**src/rtl/keypad_cmd_queue.sv**
```systemverilog
// Debounces the keypad scanner's held code, turns changes of the stable key into
// game commands and queues them in a small FIFO drained by a valid/ready consumer.
module keypad_cmd_queue #(
   parameter int STABLE_CYCLES = 100000,
   parameter int CNT_W         = 17,
   parameter int FIFO_DEPTH    = 4,
   parameter int PTR_W         = 2
) (
   input  logic             clk,
   input  logic             rst,
   input  logic [3:0]       decode,
   input  logic             cmd_ready,
   output logic             cmd_valid,
   output logic [2:0]       cmd,
   output logic [3:0]       key_code,
   output logic [PTR_W:0]   fifo_count,
   output logic             overflow
);

   localparam logic [CNT_W-1:0] CNT_MAX  = CNT_W'(STABLE_CYCLES - 1);
   localparam logic [PTR_W:0]   CNT_FULL = (PTR_W+1)'(FIFO_DEPTH);

   logic [3:0]       sync1_q, sync2_q;
   logic [3:0]       cand_q, cand_d;
   logic [3:0]       acc_q, acc_d;
   logic [CNT_W-1:0] cnt_q, cnt_d;
   logic             base_q, base_d;
   logic             event_d;
   logic [2:0]       ev_cmd;

   logic [6:0]       mem_q [FIFO_DEPTH];
   logic [PTR_W-1:0] wr_q, rd_q;
   logic [PTR_W:0]   fcount_q, fcount_d;
   logic             ovf_q;
   logic             empty, full, push, pop, wr_en, drop;
   logic [6:0]       head;

   // Two-flop synchroniser: decode is asynchronous to clk.
   always_ff @(posedge clk) begin
      if (rst) begin
         sync1_q <= '0;
         sync2_q <= '0;
      end else begin
         sync1_q <= decode;
         sync2_q <= sync1_q;
      end
   end

   always_comb begin
      cand_d  = cand_q;
      cnt_d   = cnt_q;
      acc_d   = acc_q;
      base_d  = base_q;
      event_d = 1'b0;
      if (sync2_q != cand_q) begin
         cand_d = sync2_q;
         cnt_d  = '0;
      end else if (cnt_q < CNT_MAX) begin
         cnt_d = cnt_q + CNT_W'(1);
      end else if (!base_q) begin
         // First stable value after reset is the scanner's idle state, not a press.
         acc_d  = cand_q;
         base_d = 1'b1;
      end else if (cand_q != acc_q) begin
         acc_d   = cand_q;
         event_d = 1'b1;
      end
   end

   always_ff @(posedge clk) begin
      if (rst) begin
         cand_q <= '0;
         cnt_q  <= '0;
         acc_q  <= '0;
         base_q <= 1'b0;
      end else begin
         cand_q <= cand_d;
         cnt_q  <= cnt_d;
         acc_q  <= acc_d;
         base_q <= base_d;
      end
   end

   always_comb begin
      ev_cmd = 3'd0;
      case (cand_q)
         4'h2:    ev_cmd = 3'd1;
         4'h8:    ev_cmd = 3'd2;
         4'h4:    ev_cmd = 3'd3;
         4'h6:    ev_cmd = 3'd4;
         4'h5:    ev_cmd = 3'd5;
         4'hF:    ev_cmd = 3'd6;
         default: ev_cmd = 3'd0;
      endcase
   end

   assign empty = (fcount_q == '0);
   assign full  = (fcount_q == CNT_FULL);
   assign push  = event_d && (ev_cmd != 3'd0);
   assign pop   = !empty && cmd_ready;
   // A pop on the same edge frees the slot, so a full FIFO still accepts the push.
   assign wr_en = push && (!full || pop);
   assign drop  = push && full && !pop;

   always_comb begin
      fcount_d = fcount_q;
      case ({wr_en, pop})
         2'b10:   fcount_d = fcount_q + (PTR_W+1)'(1);
         2'b01:   fcount_d = fcount_q - (PTR_W+1)'(1);
         default: fcount_d = fcount_q;
      endcase
   end

   always_ff @(posedge clk) begin
      if (rst) begin
         wr_q     <= '0;
         rd_q     <= '0;
         fcount_q <= '0;
         ovf_q    <= 1'b0;
         for (int i = 0; i < FIFO_DEPTH; i++) mem_q[i] <= '0;
      end else begin
         fcount_q <= fcount_d;
         if (wr_en) begin
            mem_q[wr_q] <= {cand_q, ev_cmd};
            wr_q        <= wr_q + PTR_W'(1);
         end
         if (pop) rd_q <= rd_q + PTR_W'(1);
         if (drop) ovf_q <= 1'b1;
      end
   end

   assign head       = mem_q[rd_q];
   assign cmd_valid  = !empty;
   assign cmd        = empty ? 3'd0 : head[2:0];
   assign key_code   = empty ? 4'd0 : head[6:3];
   assign fifo_count = fcount_q;
   assign overflow   = ovf_q;

endmodule

```
**config.mk**
```make
export PLATFORM = sky130hd
export DESIGN_NAME = keypad_cmd_queue
export DESIGN_NICKNAME = d
export VERILOG_FILES = /design/src/rtl/keypad_cmd_queue.sv
export SDC_FILE = /design/constraint.sdc
export NUM_CORES = 1
export LEC_CHECK = 0
export CAP_MARGIN = 15
export CORE_MARGIN = 4
export CORE_UTILIZATION = 45
export DETAILED_ROUTE_END_ITERATION = 10
export HOLD_SLACK_MARGIN = 0.03
export PLACE_DENSITY_LB_ADDON = 0.25
export SLEW_MARGIN = 20
export SYNTH_ARGS = -nofsm -noshare
export SYNTH_HDL_FRONTEND = slang
export SYNTH_SLANG_ARGS = --single-unit
```
**constraint.sdc**
```tcl
create_clock -name clk -period 3.05 [get_ports clk]
set_input_delay 0.7625 -clock clk [delete_from_list [all_inputs] [get_ports clk]]
set_output_delay 0.7625 -clock clk [all_outputs]
set_load 0.05 [all_outputs]
```
==> run summary <==
OpenSTA, run right after detailed placement, puts the worst setup slack at 177 ps. Using the TritonRoute via totals, the vias-per-cell ratio works out to 5.46. For the finished layout, the period the worst path requires is 2890 ps. The maximum fanout count along the critical path was 10; the headroom to the max-slew limit was 47.5%. In this run the power density over the cells is 461 mW/mm2. For the register-to-register setup slack, the log shows 420 ps. For the worst setup path, the data required time is 2290 ps. The library cell used most frequently in the layout, excluding fill and tap cells, is sky130_fd_sc_hd__dfxtp_1.

STA classifies the critical path endpoint as an output port. Port buffering added 18 buffers. The number of DRC violations after detailed routing was 0; the number of levels in the clock H-tree was 3. The tools report the number of fillers in the final layout as 662. The detailed router placed 2483 vias in this run. The number of antenna diodes in the final layout is 0.

The full die area came out at 0.00922 mm2. After detailed routing, the average wire length per cell comes to 14.5 um. The number of search-and-repair iterations in the first detailed-routing pass was 4.

The number of different library cells used by synthesis comes to 57. Max-cap violations in this run came to 0. The clock tree root buffer cell is sky130_fd_sc_hd__clkbuf_8. The number of nets handed over by synthesis was 341. The design draws 0.00184 W. The Yosys step of the flow raised 0 warnings. The critical path is of the flop to output port type. Entering global routing, the biggest net connects 28 pins. The average cell area after synthesis is 10.5 um2, and the TritonCTS buffer count is 9.

The detailed router put a total of 3.08 mm of wire on met1. After floorplanning, the core was divided into 31 placement rows. The initial utilization of the core area, before any placement, comes to 47.1%. The run gives 0 as the leftover overflow at the end of global routing. The flow ran to the end, and the final reports show no timing, DRC or antenna violations.

The die span in y came out at 96.0 um. Fraction of registers with async set/reset: 0%. TritonCTS built the clock tree. After detailed routing, the met2 layer carries 3.22 mm of wire.

The floorplan step set the die width to 96.0 um. For this run, the top clock speed supported by timing is 0.346 GHz. The run gives 0 ps as the final total negative setup slack. Setup repair after global routing left no endpoint under its margin. In this run, synthesis inferred 28 flip-flops with an integrated enable. For the total count of hold-check failures in the final report, the log shows 0. The classification of the worst-slack hold path was flop to flop. The number of antenna violations at the first check in global routing is 0, and the final weighted congestion in routability-driven placement is 0.841.

After the flow finishes, the layout carries non-filler instances totaling 455. The transition time at the pin with the least slew margin was 782 ps. The run gives 19 as the I/O pin count. The number of storage elements in the synthesis netlist was 72; the global routing usage summed across all routing layers was 16.0%.

Summing every instance area after synthesis gives 0.00349 mm2. Leaving out fill and tap cells, the most frequent cells in the layout are 44 x sky130_fd_sc_hd__dfxtp_1, 39 x sky130_fd_sc_hd__nor2_1, 28 x sky130_fd_sc_hd__edfxtp_1. Clock skew: 14.3 ps. The number of hold buffers added after CTS was 0. For the worst setup path, the data arrival time is 2120 ps. The worst-case IR drop observed on VDD is 0.000266 V. The worst path uses 94.7% of the clock period.

The total count of max-transition violations in the final report is 0, and the share of cells above drive strength 1 is 12.4%. For this block, the routed nets add up to 6.61 mm of wire. Including well taps, the total number of placed cells is 439. For the setup-violating endpoint count in the final report, the log shows 0. The leakage power was 1.49 nW. The logs give 2 for the maximum clock path buffer count and 163 ps for the final worst-path setup slack.

The detailed router finished its first iteration with 163 violations. The cell count after synthesis came out at 332. The first global-routing pass estimated 11.3 mm of wire. The share of the core filled with cells is 53.8%, and the area added between synthesis and finish is 14.4%. The highest metal layer carrying signal wires in the routed design is met4.

Wire segments on met3 add up to 235 um in the final route. The leading register cell type out of synthesis is sky130_fd_sc_hd__dfxtp_1. The count of nets after finishing was 360. The clock drives 72 sinks. The clock latency at the later pin of the worst-skew pair is 350 ps, and the sequential-to-total area share from yosys stat is 49.4%. For the post-route antenna net violation count, the log shows 0. Detailed placement finished with a half-perimeter wire length of 4.74 mm. Clock-pin slew was measured on the worst setup and hold paths at 90 ps. The worst setup path is launched from a flop.

The run gives 2335 as the number of global-route vias before repair. The region available for standard cell placement spans 0.00741 mm2.
## path summary, 6_finish.rpt
| check | cells after the start | to | from |
|---|---|---|---|
| min reg2reg | 1 | sync2_q[2] | sync1_q[2] |
| max reg2reg | 8 | fifo_count[1] | cand_q[3] |
| max | 3 | key_code[0] | fifo_count[0] |
| min | 1 | sync2_q[2] | sync1_q[2] |
## critical path: stages, from the launching register on
cell	delay (ps)
sky130_fd_sc_hd__dfxtp_1	370
sky130_fd_sc_hd__or3_1	510
sky130_fd_sc_hd__and2_1	200
sky130_fd_sc_hd__clkdlybuf4s50_1	690
## layer usage
layer,up-vias,global-route usage [%]
li1,1257,-
met1,1168,21.3
met5,-,0
met4,0,7.70
met3,8,3.05
met2,50,24.8
## where the power goes
| group | switching [W] | total (W) | internal, W |
|---|---|---|---|
| logic | 0.0000400 | 0.0000707 | 0.0000307 |
| registers | 0.0000148 | 0.00104 | 0.00102 |
| clock network | 0.000378 | 0.000729 | 0.000351 |
| total | 0.000433 | 0.00184 | 0.00141 |
## registers in the layout, summed over array words and instances (netlist names), named ones only
| signal | count |
|---|---|
| acc_q | 4 |
| base_q | 1 |
| cand_q | 4 |
| cnt_q | 17 |
| fifo_count | 3 |
| mem_q | 28 |
| overflow | 1 |
| rd_q | 2 |
| sync1_q | 4 |
| sync2_q | 4 |
| wr_q | 2 |
## layout make-up
type                    instances  area (um2)  area share, %
flip-flops and latches         72        1720           43.2
multi-input cells             234        1660           41.6
repair buffers                 27         259           6.50
clock buffers                  10         149           3.73
well taps                      99         124           3.11
clock inverters                 6        48.8           1.22
inverters                       7        26.3          0.659
## through the flow
stage,cell area [um2],hold WS (ps)
final,3990,442
after CTS,3980,444
after global routing,3990,463
after global placement,3780,417
after floorplan,3490,414
after detailed placement,3780,425
## cells in the mapped netlist, types with 5 or more instances
library cell | count | share of area, %
sky130_fd_sc_hd__a21oi_1 | 10 | 1.4
sky130_fd_sc_hd__nand2_1 | 13 | 1.4
sky130_fd_sc_hd__dfxtp_1 | 44 | 25
sky130_fd_sc_hd__xor2_1 | 17 | 4.3
sky130_fd_sc_hd__mux4_2 | 7 | 4.5
sky130_fd_sc_hd__nor2_1 | 39 | 4.2
sky130_fd_sc_hd__clkbuf_1 | 14 | 1.5
sky130_fd_sc_hd__nor3_1 | 8 | 1.1
sky130_fd_sc_hd__o2111ai_1 | 7 | 1.8
sky130_fd_sc_hd__and3_1 | 14 | 2.5
sky130_fd_sc_hd__inv_1 | 7 | 0.75
sky130_fd_sc_hd__or3_1 | 7 | 1.3
sky130_fd_sc_hd__o211ai_1 | 6 | 1.3
sky130_fd_sc_hd__and2_1 | 15 | 2.7
sky130_fd_sc_hd__edfxtp_1 | 28 | 24
sky130_fd_sc_hd__o21ai_0 | 11 | 1.6
sky130_fd_sc_hd__nor2b_1 | 14 | 2.5
sky130_fd_sc_hd__nand3_1 | 6 | 0.86
sky130_fd_sc_hd__mux2i_1 | 5 | 1.4
sky130_fd_sc_hd__nand4_1 | 10 | 1.8
## cell families (layout without fill, tap and decap cells)
logic type,Yosys count,in the layout,synth area share [%]
AND/OR/NAND/NOR,145,145,23.4
buffers and inverters,26,50,3.02
flip-flops,72,72,49.4
adder cells (fa/ha/maj),2,2,0.933
multiplexers,12,12,5.96
XOR/XNOR,21,21,5.28
AO/OA/AOI/OAI,54,54,12.1
## timing repair
item	CTS	global route
resized for setup	1	5
cloned	0	0
setup endpoints to repair	1	5
setup buffers	0	0
No activity file was read; power rests on OpenSTA's default activity.
